===== src/rtl/pll_sup_pkg.sv =====
// Shared state encoding and elaboration helpers for the PLL supervisor.
// The state values are exported on the debug port, so they must stay fixed.
package pll_sup_pkg;

  typedef enum logic [2:0] {
    ST_HOLD   = 3'd0,
    ST_WAIT   = 3'd1,
    ST_STABLE = 3'd2,
    ST_RUN    = 3'd3,
    ST_FAIL   = 3'd4
  } sup_state_e;

  function automatic int max3(input int a, input int b, input int c);
    int m;
    m = (a > b) ? a : b;
    return (m > c) ? m : c;
  endfunction

endpackage


===== src/rtl/pll_supervisor_clk_en_div.sv =====
// One clock-enable divider channel: emits a single-cycle pulse every D cycles while running.
// D is re-sampled only at RUN entry and at each wrap, so mid-period divisor changes wait for the next pulse.
module clk_en_div #(
  parameter int DIV_W = 16
) (
  input  logic             clk_i,
  input  logic             rst_ni,
  input  logic             run_i,
  input  logic [DIV_W-1:0] div_i,
  output logic             ce_o
);

  logic [DIV_W-1:0] cnt_q, cnt_d;
  logic [DIV_W-1:0] div_q, div_d;
  logic [DIV_W-1:0] last;

  // Divisors of 0 and 1 both mean "pulse every cycle".
  assign last = (div_q <= DIV_W'(1)) ? '0 : (div_q - DIV_W'(1));
  assign ce_o = run_i && (cnt_q == last);

  // Outside RUN the divisor tracks the input, so the entry edge latches it.
  always_comb begin
    cnt_d = '0;
    div_d = div_i;
    if (run_i) begin
      if (cnt_q == last) begin
        cnt_d = '0;
        div_d = div_i;
      end else begin
        cnt_d = cnt_q + DIV_W'(1);
        div_d = div_q;
      end
    end
  end

  always_ff @(posedge clk_i or negedge rst_ni) begin
    if (!rst_ni) begin
      cnt_q <= '0;
      div_q <= '0;
    end else begin
      cnt_q <= cnt_d;
      div_q <= div_d;
    end
  end

endmodule


===== src/rtl/pll_supervisor.sv =====
// PLL reset/lock supervisor: pulses the PLL reset, waits for a stable lock with bounded retries,
// and gates the per-channel clock-enable dividers so they only run while the PLL is trusted.
module pll_supervisor
  import pll_sup_pkg::*;
#(
  parameter int N_CH         = 2,
  parameter int DIV_W        = 16,
  parameter int RST_HOLD_CYC = 16,
  parameter int LOCK_TIMEOUT = 65535,
  parameter int STABLE_CYC   = 1024,
  parameter int MAX_RETRY    = 3
) (
  input  logic                             clkin,
  input  logic                             reset_n,
  input  logic                             pll_lock,
  output logic                             pll_reset,
  input  logic [N_CH*DIV_W-1:0]            div_val,
  output logic [N_CH-1:0]                  ce,
  output logic                             ready,
  output logic                             fail,
  output logic [$clog2(MAX_RETRY+1)-1:0]   retry_cnt,
  output logic [2:0]                       state
);

  localparam int RC_W    = $clog2(MAX_RETRY + 1);
  // One shared phase timer; STABLE needs to hold the value STABLE_CYC itself.
  localparam int TMR_MAX = max3(RST_HOLD_CYC, LOCK_TIMEOUT, STABLE_CYC + 1);
  localparam int TMR_W   = (TMR_MAX > 1) ? $clog2(TMR_MAX) : 1;

  localparam logic [TMR_W-1:0] HOLD_LAST    = TMR_W'(RST_HOLD_CYC - 1);
  localparam logic [TMR_W-1:0] TIMEOUT_LAST = TMR_W'(LOCK_TIMEOUT - 1);
  localparam logic [TMR_W-1:0] STABLE_DONE  = TMR_W'(STABLE_CYC);
  localparam logic [RC_W-1:0]  RETRY_LIMIT  = RC_W'(MAX_RETRY);

  sup_state_e        state_q, state_d;
  logic [TMR_W-1:0]  tmr_q, tmr_d;
  logic [RC_W-1:0]   retry_q, retry_d;
  logic [1:0]        sync_q;
  logic              lock_s;
  logic              run;

  // pll_lock is asynchronous to clkin; only the second flop's output is trusted.
  always_ff @(posedge clkin or negedge reset_n) begin
    if (!reset_n) begin
      sync_q <= '0;
    end else begin
      sync_q <= {sync_q[0], pll_lock};
    end
  end

  assign lock_s = sync_q[1];

  always_ff @(posedge clkin or negedge reset_n) begin
    if (!reset_n) begin
      state_q <= ST_HOLD;
      tmr_q   <= '0;
      retry_q <= '0;
    end else begin
      state_q <= state_d;
      tmr_q   <= tmr_d;
      retry_q <= retry_d;
    end
  end

  always_comb begin
    state_d = state_q;
    tmr_d   = tmr_q;
    retry_d = retry_q;
    case (state_q)
      ST_HOLD: begin
        if (tmr_q == HOLD_LAST) begin
          state_d = ST_WAIT;
          tmr_d   = '0;
        end else begin
          tmr_d = tmr_q + TMR_W'(1);
        end
      end
      ST_WAIT: begin
        if (lock_s) begin
          state_d = ST_STABLE;
          tmr_d   = '0;
        end else if (tmr_q == TIMEOUT_LAST) begin
          tmr_d = '0;
          if (retry_q == RETRY_LIMIT) begin
            state_d = ST_FAIL;
          end else begin
            retry_d = retry_q + RC_W'(1);
            state_d = ST_HOLD;
          end
        end else begin
          tmr_d = tmr_q + TMR_W'(1);
        end
      end
      // Any dropout restarts both the stable count and the lock timeout.
      ST_STABLE: begin
        if (!lock_s) begin
          state_d = ST_WAIT;
          tmr_d   = '0;
        end else if (tmr_q == STABLE_DONE) begin
          state_d = ST_RUN;
          tmr_d   = '0;
          retry_d = '0;
        end else begin
          tmr_d = tmr_q + TMR_W'(1);
        end
      end
      ST_RUN: begin
        if (!lock_s) begin
          state_d = ST_HOLD;
          tmr_d   = '0;
        end
      end
      ST_FAIL: begin
        state_d = ST_FAIL;
      end
      default: begin
        state_d = ST_HOLD;
        tmr_d   = '0;
        retry_d = '0;
      end
    endcase
  end

  // Outputs decode straight from the state register so reset forces them immediately.
  assign run       = (state_q == ST_RUN);
  assign ready     = run;
  assign fail      = (state_q == ST_FAIL);
  assign pll_reset = (state_q == ST_HOLD) || (state_q == ST_FAIL);
  assign retry_cnt = retry_q;
  assign state     = state_q;

  for (genvar k = 0; k < N_CH; k++) begin : g_ch
    clk_en_div #(
      .DIV_W(DIV_W)
    ) u_div (
      .clk_i (clkin),
      .rst_ni(reset_n),
      .run_i (run),
      .div_i (div_val[k*DIV_W +: DIV_W]),
      .ce_o  (ce[k])
    );
  end

endmodule


===== config.mk =====
export PLATFORM = sky130hd
export DESIGN_NAME = pll_supervisor
export DESIGN_NICKNAME = d
export VERILOG_FILES = /design/src/rtl/pll_sup_pkg.sv /design/src/rtl/pll_supervisor_clk_en_div.sv /design/src/rtl/pll_supervisor.sv
export SDC_FILE = /design/constraint.sdc
export NUM_CORES = 1
export LEC_CHECK = 0
export BUFFER_PORTS_ARGS = -buffer_cell sky130_fd_sc_hd__buf_2
export CORE_ASPECT_RATIO = 2
export CORE_UTILIZATION = 55
export CTS_BUF_LIST = sky130_fd_sc_hd__clkbuf_4 sky130_fd_sc_hd__clkbuf_8 sky130_fd_sc_hd__clkbuf_16
export DETAILED_ROUTE_END_ITERATION = 7
export PLACE_DENSITY = 0.77
export SYNTH_ARGS = -nofsm -noshare
export SYNTH_HDL_FRONTEND = slang
export SYNTH_SLANG_ARGS = --single-unit
export TNS_END_PERCENT = 50

===== constraint.sdc =====
create_clock -name clkin -period 3.1 [get_ports clkin]
set_clock_uncertainty 0.05 [all_clocks]
set_input_delay 0 -clock clkin [delete_from_list [all_inputs] [get_ports clkin]]
set_output_delay 0 -clock clkin [all_outputs]
set_load 0.05 [all_outputs]

==> summary.txt, run 1 <==
GRT
  – GRT Residual Overflow: 0
  – Largest net degree at the start of global routing: 88
  – Global-route wire length before repair: between 20000 and 30000 µm
  – Overall routing resource usage: about a third
  – Initial antenna violation count: 0
  – Vias in the first global route: between 5000 and 6000

Setup path
  – R2r setup slk: -310 ps
  – Worst setup path start: g_ch[0].u_div.div_q[0]$_DFFE_PN0P_
  – End of the critical path: g_ch[0].u_div.div_q[0]$_DFFE_PN0P_
  – RR Startpoint: g_ch[0].u_div.div_q[0]$_DFFE_PN0P_
  – Worst R2R End: g_ch[0].u_div.div_q[0]$_DFFE_PN0P_
  – Crit end category: register
  – Crit start category: register
  – Worst EP arrival: 3580 ps
  – Worst reg2reg path depth: 12
  – Crit-path max FO: 8
  – CP Data Required Time: 3280 ps
  – Critical path type: register to register

Pwr
  – Sw Ratio: about two fifths
  – Power share of the combinational group: approximately 46%
  – Power Total: about 0.0051 W
  – Int Power: 0.00318 W
  – Reg power frac: 30.7%
  – Clk network pwr share: 23.8%
  – Sw power: ~0.0020 W
  – Leak: 3.23 nW
  – Peak supply drop: 0.565 mV
  – Power Dens Cells: 685 nW/µm²

Yosys
  – Synthesized instance count: 587
  – Warnings from Yosys: 0
  – Post-synth EDFFs: 0
  – Syn_nets: 632
  – Mapped cell area: 5600 µm²
  – Number of synthesized register bits: 87
  – Main synth FF type: dfrtp_1
  – Post-synthesis sequential area ratio: 38.9%
  – Async SR Flop Fraction: 100%
  – Syn Area/Cell: around 9.5 µm²
  – Yosys cell types: 72

Timing
  – Final worst-path cycle share: 110%
  – Relative slew slack: 26.4%
  – RSZ-0062 raised after global routing: true
  – Setup violators final: 54
  – Max Clk Rate: about 290 MHz
  – Fin worst setup slack: -308 ps
  – Final Hold Fails: 0
  – Fin crit period: 3410 ps
  – Worst Max-Slew Pin Slew: 1100 ps
  – Pins Over Slew Limit: 0

Clock network
  – # H-tree levels: 3
  – Clk root buf: clkbuf_16
  – CTS tree: yes
  – Clock slew at reported path FFs: 60 ps
  – CTS Sinks: 87
  – Clk buf depth: 2
  – Cts bufs inserted: 9
  – Clk_lat worst skew: approximately 350 ps

Final layout
  – Final cell count without fillers: 858
  – FF/Latch Area: 2180 µm²
  – Layout cells sized above 1: 30.2%
  – Fin util: 76.2%
  – Area Overhead vs Synth: 33.8%
  – Number of diodes: 0
  – Fillers: about 630
  – Final Cell Area: 7490 µm²
  – Final Net Count: 766
  – Multi-input logic area: around 3500 µm²

Routing
  – DR pass1 iterations: 5
  – Final WL: 17100 µm
  – Drt drc: 0
  – DR top layer: met4
  – M1 wire length: 5780 µm
  – Met3 routed WL: 920 µm
  – Iter 0 DRT Violations: 440
  – Post-DRT Antenna Nets: 0
  – Vias per cell: 6.27
  – Met2 wire length: 9370 µm
  – Routed WL per cell: approximately 20 µm
  – Via Count: about 5400

Floorplan
  – # IOs: 45
  – Core ar.: 9830 µm²
  – Chip Height: approximately 140 µm
  – Die width: about 73 µm
  – Initial Util: 57.0%
  – Row cnt: 51
  – Die area: 10600 µm²

Min path
  – Worst min path class: input pin to register

Placed design
  – Placed inst area: ~6300 µm²
  – Routability cong.: 0.869
  – Port Buf Inserts: 44
  – Cells after DPL: ~790
  – Post-DP HPWL: 10500 µm

Outcome
  – Status: finished with violations
  – Failing checks: setup timing

Run
  – Max Cap Viol: 0
stage by stage:
step	setup WS [ps]	setup TNS [ps]	hold WS [ps]
4_1_cts	-164	-3970	240
3_3_place_gp	-164	-3470	58.2
5_1_grt	-348	-18020	265
3_5_place_dp	-202	-4700	60.1
2_1_floorplan	-186	-2800	-346
6_report	-308	-10190	246
cells in the mapped netlist (3+ instances only):
cell type	number	area share, %
a21oi_1	14	1.3
ha_1	10	2.2
nor3_1	18	1.6
nand2b_1	8	0.89
dfrtp_1	87	39
mux2_2	19	3.8
buf_4	6	0.80
and4_1	3	0.47
nand4_1	9	1.0
o22ai_1	3	0.34
xnor2_1	39	6.1
mux2_4	14	3.8
nor4_1	17	1.9
or3_1	3	0.34
clkbuf_1	22	1.5
nor2b_1	6	0.67
nand2_1	31	2.1
inv_1	14	0.94
or4_1	5	0.67
a31oi_1	6	0.67
buf_6	3	0.60
and2_1	16	1.8
o31a_1	3	0.47
nand3_1	32	2.9
nand4b_1	7	1.1
xor2_1	27	4.2
o31ai_1	8	1.1
o211ai_1	3	0.40
o21ai_0	24	2.1
and3_1	14	1.6
nor2_1	60	4.0
a211oi_1	3	0.40
nor3b_1	7	0.94
routing by layer:
layer	vias up	global-route usage (%)
li1	2370	-
met1	2596	29.8
met2	307	59.9
met3	105	5.89
met4	0	19.9
met5	-	0
cell type report:
type                            count  area share, %
Inverter                           14          0.735
Sequential cell                    87           29.1
Clock inverter                      4           1.04
Timing Repair Buffer              156           17.0
Clock buffer                       12           3.47
Multi-Input combinational cell    453           46.5
Tap cell                          132           2.20
worst min path at each step:
stage | from | endpoint | slack [ps] | depth (start not counted)
floorplan | reset_n | g_ch[0].u_div.cnt_q[0]$_DFF_PN0_ | -350 | 0
global placement | pll_lock | sync_q[0]$_DFF_PN0_ | 60 | 1
detailed placement | pll_lock | sync_q[0]$_DFF_PN0_ | 60 | 1
CTS | pll_lock | sync_q[0]$_DFF_PN0_ | 240 | 2
global route | pll_lock | sync_q[0]$_DFF_PN0_ | 260 | 2
finish | pll_lock | sync_q[0]$_DFF_PN0_ | 250 | 2
cells in the final DEF (no fill, tap or decap), types with 4 or more instances in the layout:
master,count
dfrtp_1,87
dlygate4sd3_1,34
mux2_2,4
nor2_1,59
or4_1,4
nor4_2,5
nand4_1,9
nor4_1,10
xor2_1,24
nor4_4,4
mux2_4,30
a31oi_1,6
buf_6,8
ha_1,8
inv_1,11
nand2b_1,8
and3_1,14
nand2_1,31
and2_1,13
xnor2_1,38
nand3_1,31
a21oi_1,14
nor3b_1,5
o31ai_1,8
buf_4,67
nor2b_1,5
nor3_1,16
nand4b_1,7
o21ai_0,24
clkbuf_16,11
buf_2,41
power by group through the flow:
stage	Combinational, W	Clock [W]	Sequential, W
after CTS	0.00203	0.00123	0.00154
after floorplan	0.00126	0	0.00157
after global routing	0.00248	0.00128	0.00160
final	0.00234	0.00122	0.00157
after global placement	0.00181	0	0.00154
after detailed placement	0.00188	0	0.00155
kinds of logic after synthesis:
family / synth area share [%]
AND/OR/NAND/NOR: 24.2
AO/OA/AOI/OAI: 11.4
flip-flops: 38.9
XOR/XNOR: 11.1
buffers and inverters: 4.00
multiplexers: 8.13
adder cells (fa/ha/maj): 2.23
flip-flops by register name, indices dropped and copies added, names as in the netlist:
signal            flops
g_ch.u_div.cnt_q     32
g_ch.u_div.div_q     32
tmr_q                16
state                 3
retry_cnt             2
sync_q                2
critical path, stage by stage, from the launching register on:
cell and delay (ps):
dfrtp_1 420, buf_6 140, buf_4 150, nor4_1 320
buf_4 200, nand4_1 160, xnor2_1 330, nor2_1 60
o21ai_0 400, a31oi_4 180, a31oi_4 300, clkbuf_16 230
mux2_2 340
repair_timing:
action / 4_1_cts / 5_1_grt
hold buffers: 34 / 0
endpoints found under the hold margin: 120 / 0
endpoints found under the setup margin: 51 / 57
gates resized for setup: 22 / 44
gates cloned: 1 / 2
setup buffers: 6 / 10
pin swaps: 4 / 12
(Power assumes the default switching activity.)
==> run 2: changes to the inputs <==
BUFFER_PORTS_ARGS = -buffer_cell sky130_fd_sc_hd__buf_4   (was -buffer_cell sky130_fd_sc_hd__buf_2)
==> run 2 against run 1 <==
  * The flow still finishes with violations (setup timing)
  * Combinational power down 3%
  * Clock power down 12%
  * Critical path type is now register to primary output
  * Clock-buffer cell count down 3
  * Non-clock buffer count down 13
  * Routed wire length down 3.6%
  * Core utilization down 0.90 points
  * Final area down 1.2%
  * Worst hold slack better by 5.4 ps
==> summary.txt, run 2 (synthesized netlist as in run 1, its figures left out) <==
Outcome
  – Status: finished with violations
  – Failing checks: setup timing

Final layout
  – Final cell count without fillers: 845 (-1.5%)
  – Fillers: 681 (+8.4%)
  – FF/Latch Area: 2180 µm² (unchanged)
  – Final Cell Area: 7400 µm² (-1.2%)
  – Most common cell after layout, fill and taps aside: buf_4
  – Fin util: 75.3% (-0.90 points)
  – Final Net Count: 753 (-1.7%)
  – Largest registers: g_ch.u_div.cnt_q: 32 flops, g_ch.u_div.div_q: 32 flops, tmr_q: 16 flops
  – Multi-input logic area: 3470 µm² (-0.50%)
  – Number of diodes: 0 (unchanged)
  – Area Overhead vs Synth: 32.2%
  – Layout cells sized above 1: 28.9% (-1.3 points)
  – Most frequent cells in the layout: buf_4 (96), dfrtp_1 (87), nor2_1 (59)

Timing
  – Relative slew slack: 38.0% (+12 points)
  – Final worst-path cycle share: 107% (-3.4 points)
  – Fin crit period: 3300 ps (-104 ps)
  – Pins Over Slew Limit: 0 (unchanged)
  – RSZ-0062 raised after global routing: true
  – Worst Max-Slew Pin Slew: 929 ps (-174 ps)
  – Fin worst setup slack: -204 ps (+104 ps)
  – Final Hold Fails: 0 (unchanged)
  – Max Clk Rate: 303 MHz (+3.2%)
  – Setup violators final: 54 (unchanged)
  – Worst Hold Slack: 252 ps (+5.41 ps)

Pwr
  – Peak supply drop: 0.483 mV (-14%)
  – Clk network pwr share: 21.8% (-2.0 points)
  – Power Dens Cells: 663 nW/µm² (-3.2%)
  – Power share of the combinational group: 46.2% (+0.7 points)
  – Reg power frac: 32.0% (+1.3 points)
  – Sw Ratio: 39.7% (+1.6 points)
  – Sw power: 0.00195 W (-0.24%)
  – Int Power: 0.00296 W (-6.9%)
  – Leak: 3.16 nW (-2.2%)

Routing
  – Vias per cell: 6.18 (-1.5%)
  – Routed WL per cell: 19.5 µm (-2.1%)
  – Iter 0 DRT Violations: 427 (-3.0%)
  – Drt drc: 0 (unchanged)
  – Final WL: 16500 µm (-3.6%)
  – DR pass1 iterations: 5 (unchanged)
  – Post-DRT Antenna Nets: 0 (unchanged)
  – Via Count: 5219 (-3.0%)

Floorplan
  – Row cnt: 51 (unchanged)
  – Core ar.: 9830 µm² (unchanged)
  – Die area: 10600 µm² (unchanged)
  – Chip Height: 145 µm (unchanged)
  – # IOs: 45 (unchanged)
  – Initial Util: 57.0% (unchanged)
  – Die width: 73.4 µm (unchanged)

Placed design
  – Port Buf Inserts: 44 (unchanged)
  – Post-DP HPWL: 10900 µm (+4.0%)
  – DP Worst Slack: -210 ps (-7.63 ps)
  – Routability cong.: 0.949 (+9.1%)
  – Placed inst area: 6370 µm² (+0.79%)
  – Cells after DPL: 783 (-0.76%)

Setup path
  – Worst setup path start: g_ch[0].u_div.div_q[1]$_DFFE_PN0P_
  – Critical path type: register to primary output
  – Crit start category: register
  – Worst EP arrival: 3250 ps (-330 ps)
  – CP Data Required Time: 3050 ps (-230 ps)
  – RR Startpoint: g_ch[0].u_div.div_q[1]$_DFFE_PN0P_
  – Crit-path max FO: 4 (-4)
  – Crit end category: primary output

Run
  – Max Cap Viol: 0 (unchanged)

Clock network
  – CTS tree: yes
  – Clock slew at reported path FFs: 70 ps (about the same)
  – Clk root buf: clkbuf_16
  – Clk_lat worst skew: 350 ps (about the same)
  – CTS Sinks: 87 (unchanged)
  – Cts bufs inserted: 9 (unchanged)
  – # H-tree levels: 3 (unchanged)
  – Clk buf depth: 2 (unchanged)

GRT
  – GRT Residual Overflow: 0 (unchanged)
  – Vias in the first global route: 5529 (+2.3%)
  – Initial antenna violation count: 0 (unchanged)
  – Overall routing resource usage: 31.7% (+0.18 points)
  – Global-route wire length before repair: 25300 µm (+0.77%)
  – Largest net degree at the start of global routing: 74 (-16%)

Min path
  – Worst min path class: input pin to asynchronous set/reset pin
-- run 2: metrics by stage --
step                setup TNS [ps]  total power [W]
floorplan                    -2800          0.00283
global placement             -4410          0.00336
detailed placement           -8180          0.00344
CTS                          -4750          0.00471
global route                -14640          0.00513
finish                       -6100          0.00490
-- run 2: final timing paths --
check / to / slack [ps] / cells after the start
min in group clkin: sync_q[0]$_DFF_PN0_ / 260 / 2
worst min register to register: sync_q[1]$_DFF_PN0_ / 300 / 0
max in group asynchronous: g_ch[0].u_div.cnt_q[1]$_DFF_PN0_ / 1980 / 3
worst max register to register: g_ch[0].u_div.div_q[9]$_DFFE_PN0P_ / -170 / 11
worst max-delay path: ce[0] / -200 / 11
worst min-delay path: g_ch[1].u_div.div_q[5]$_DFFE_PN0P_ / 250 / 2
-- run 2: final cells by class --
| cell class | instances | area share, % |
|---|---|---|
| Timing Repair Buffer | 143 | 16.9 |
| Tap cell | 132 | 2.23 |
| Inverter | 14 | 0.744 |
| Sequential cell | 87 | 29.4 |
| Multi-Input combinational cell | 453 | 46.8 |
| Clock inverter | 7 | 0.828 |
| Clock buffer | 9 | 3.04 |
-- run 2: worst max-delay path, stage by stage, from the launching register on --
cell	delay, ps
dfrtp_1	390
inv_2	90
ha_4	130
or3b_4	390
o41a_1	360
or4b_1	470
o22a_1	210
o32a_1	210
a31oi_4	190
nand3_1	120
nor2_2	170
buf_6	180
-- run 2: routing by layer --
| metal | wire length [µm] | share of wire, % | track usage, % | up-vias |
|---|---|---|---|---|
| li1 | - | - | - | 2356 |
| met1 | 5540 | 34 | 29.1 | 2542 |
| met2 | 9130 | 55 | 60.1 | 220 |
| met3 | 634 | 3.8 | 4.92 | 101 |
| met4 | 1190 | 7.2 | 23.9 | 0 |
| met5 | 0 | 0 | 0 | - |
-- run 2: power by group through the flow --
stage / clock, W / combinational, W / sequential [W]
after global placement: 0 / 0.00182 / 0.00154
after global routing: 0.00113 / 0.00242 / 0.00159
final: 0.00107 / 0.00227 / 0.00157
after floorplan: 0 / 0.00126 / 0.00157
after CTS: 0.00108 / 0.00210 / 0.00154
after detailed placement: 0 / 0.00189 / 0.00155
-- run 2: what timing repair did --
action	CTS	global route
hold buffers	34	0
setup buffers	6	3
resized for setup	26	40
gates cloned	3	0
pin swaps	10	15
hold endpoints to repair	105	0
endpoints found under the setup margin	59	66
==> run 3: changes to the inputs <==
--- a/config.mk
+++ b/config.mk
@@ -9,6 +9,6 @@
 export CORE_ASPECT_RATIO = 2
-export CORE_UTILIZATION = 55
+export CORE_UTILIZATION = 65
 export CTS_BUF_LIST = sky130_fd_sc_hd__clkbuf_4 sky130_fd_sc_hd__clkbuf_8 sky130_fd_sc_hd__clkbuf_16
 export DETAILED_ROUTE_END_ITERATION = 7
-export PLACE_DENSITY = 0.77
+export PLACE_DENSITY = 0.86
 export SYNTH_ARGS = -nofsm -noshare
==> constraint.sdc (replaced) <==
create_clock -name clkin -period 4 [get_ports clkin]
set_clock_uncertainty 0.05 [all_clocks]
set_input_delay 0.6 -clock clkin [delete_from_list [all_inputs] [get_ports clkin]]
set_output_delay 0.6 -clock clkin [all_outputs]
set_load 0.05 [all_outputs]
==> run 3 against run 2 <==
  * The flow still finishes with violations (setup timing)
  * Sequential share of layout area increased by 4.6 points
  * Combinational power decreased by 44%
  * Total power decreased by 28%
  * Final area decreased by 13%
  * Via count decreased by 6.6%
  * Global-route usage increased by 3.2 points
  * Clock power decreased by 9%
  * Core utilization increased by 1.9 points
  * Die area decreased by 15%
  * Critical path type unchanged
==> summary.txt, run 3 (synthesized netlist as in run 1, its figures left out) <==
Timing
  – Final Hold Fails: 0 (unchanged)
  – Fin Setup TNS: -10.1 ps (+6090 ps)
  – Max Clk Rate: 249 MHz
  – RSZ-0062 raised after global routing: true
  – Relative slew slack: 27.2% (-11 points)
  – Fin crit period: 4010 ps
  – Fin worst setup slack: -10.1 ps (+194 ps)
  – Pins Over Slew Limit: 0 (unchanged)
  – Worst Max-Slew Pin Slew: 1090 ps (+162 ps)
  – Final worst-path cycle share: 100%
  – Setup violators final: 1 (-98%)

Clock network
  – Clock slew at reported path FFs: 70 ps (about the same)
  – Clk root buf: clkbuf_16
  – Cts bufs inserted: 9 (unchanged)
  – # H-tree levels: 3 (unchanged)
  – CTS tree: yes
  – Post-CTS Hold Buffers: 0 (-100%)
  – Clk buf depth: 2 (unchanged)
  – Clk_lat worst skew: 350 ps (about the same)
  – CTS Sinks: 87 (unchanged)

Setup path
  – Crit end category: primary output
  – Worst EP arrival: 3360 ps (+110 ps)
  – Worst setup path start: g_ch[0].u_div.div_q[0]$_DFFE_PN0P_
  – Critical path type: register to primary output
  – RR Startpoint: g_ch[0].u_div.div_q[3]$_DFFE_PN0P_
  – Crit start category: register
  – Crit-path max FO: 6 (+2)
  – CP Data Required Time: 3350 ps (+300 ps)

Floorplan
  – Die width: 67.6 µm (-7.8%)
  – Initial Util: 67.5% (+11 points)
  – Core ar.: 8290 µm² (-16%)
  – Chip Height: 133 µm (-7.9%)
  – Die area: 9010 µm² (-15%)
  – # IOs: 45 (unchanged)
  – Row cnt: 47 (-7.8%)

Final layout
  – Final Net Count: 669 (-11%)
  – Most frequent cells in the layout: dfrtp_1 (85), nor2_1 (59), buf_4 (58)
  – Area Overhead vs Synth: 14.3%
  – Final cell count without fillers: 726 (-14%)
  – Layout cells sized above 1: 21.0% (-7.9 points)
  – Largest registers: g_ch.u_div.cnt_q: 32 flops, g_ch.u_div.div_q: 32 flops, tmr_q: 16 flops
  – Number of diodes: 0 (unchanged)
  – Most common cell after layout, fill and taps aside: dfrtp_1

Routing
  – Post-DRT Antenna Nets: 0 (unchanged)
  – Via Count: 4877 (-6.6%)
  – Drt drc: 0 (unchanged)
  – Vias per cell: 6.72 (+8.8%)
  – Final WL: 14600 µm (-11%)
  – Iter 0 DRT Violations: 396 (-7.3%)
  – Routed WL per cell: 20.2 µm (+3.2%)
  – DR pass1 iterations: 7 (+2)

Placed design
  – Post-DP HPWL: 9840 µm (-9.7%)
  – Port Buf Inserts: 44 (unchanged)
  – Cells after DPL: 704 (-10%)
  – Routability cong.: 0.931 (-1.8%)

GRT
  – GRT Residual Overflow: 0 (unchanged)
  – Vias in the first global route: 4966 (-10%)
  – Global-route wire length before repair: 23500 µm (-7.0%)
  – Largest net degree at the start of global routing: 62 (-16%)
  – Overall routing resource usage: 35.0% (+3.2 points)
  – Initial antenna violation count: 0 (unchanged)

Pwr
  – Power Dens Cells: 553 nW/µm² (-17%)
  – Peak supply drop: 0.363 mV (-25%)
  – Leak: 2.65 nW (-16%)

Min path
  – Worst min path class: input pin to asynchronous set/reset pin

Run
  – Max Cap Viol: 0 (unchanged)

Outcome
  – Status: finished with violations
  – Failing checks: setup timing
-- run 3: per-stage QoR --
step | total power (W) | setup WS [ps] | instance area (µm²) | hold slack [ps] | util [%]
2_1_floorplan | 0.00218 | 422 | 5600 | 254 | -
3_3_place_gp | 0.00242 | 301 | 5950 | 284 | 71.7
3_5_place_dp | 0.00248 | 185 | 5950 | 286 | 71.7
4_1_cts | 0.00346 | -50.9 | 6320 | 310 | 76.2
5_1_grt | 0.00370 | -124 | 6400 | 307 | 77.2
6_report | 0.00354 | -10.1 | 6400 | 281 | 77.2
-- run 3: routing by layer --
layer	global-route usage [%]	part of all wire [%]
met4	19.3	4.6
met5	0	0
met2	63.7	56
met3	6.16	4.6
met1	35.1	35
-- run 3: power breakdown --
group	internal, W	switching [W]
clock	0.000616	0.000355
combinational	0.000567	0.000716
sequential	0.00101	0.000270
total	0.00220	0.00134
-- run 3: worst paths after layout --
kind	to	slack, ps	cells past startpoint
setup / recovery	ce[0]	-10	11
setup reg to reg	g_ch[0].u_div.div_q[15]$_DFFE_PN0P_	120	9
hold / removal	tmr_q[14]$_DFFE_PN0P_	280	1
min in group clkin	sync_q[0]$_DFF_PN0_	320	1
hold reg to reg	sync_q[1]$_DFF_PN0_	340	0
max in group asynchronous	g_ch[0].u_div.div_q[1]$_DFFE_PN0P_	2770	2
-- run 3: worst max-delay path, stage by stage (launching register included) --
cell,delay (ps)
dfrtp_2,450
inv_2,80
ha_4,160
or3b_4,410
or4_4,460
xnor2_1,170
or4b_1,530
o311a_1,160
a21oi_4,140
nand3_1,110
nor2_2,160
buf_6,180
-- run 3: repair_timing --
action / in CTS / in global routing
endpoints found under the setup margin: 2 / 2
gates resized for setup: 8 / 8
setup buffers: 0 / 7
pin swaps: 0 / 2
-- run 3: layout make-up --
type                       instances  area [µm²]
clock buffer                      10         233
clock inverter                     5         106
sequential                        87        2180
inverter                          14        52.6
fill                             514        1890
tap                               98         123
timing repair buffer              59         447
multi-input combinational        453        3260
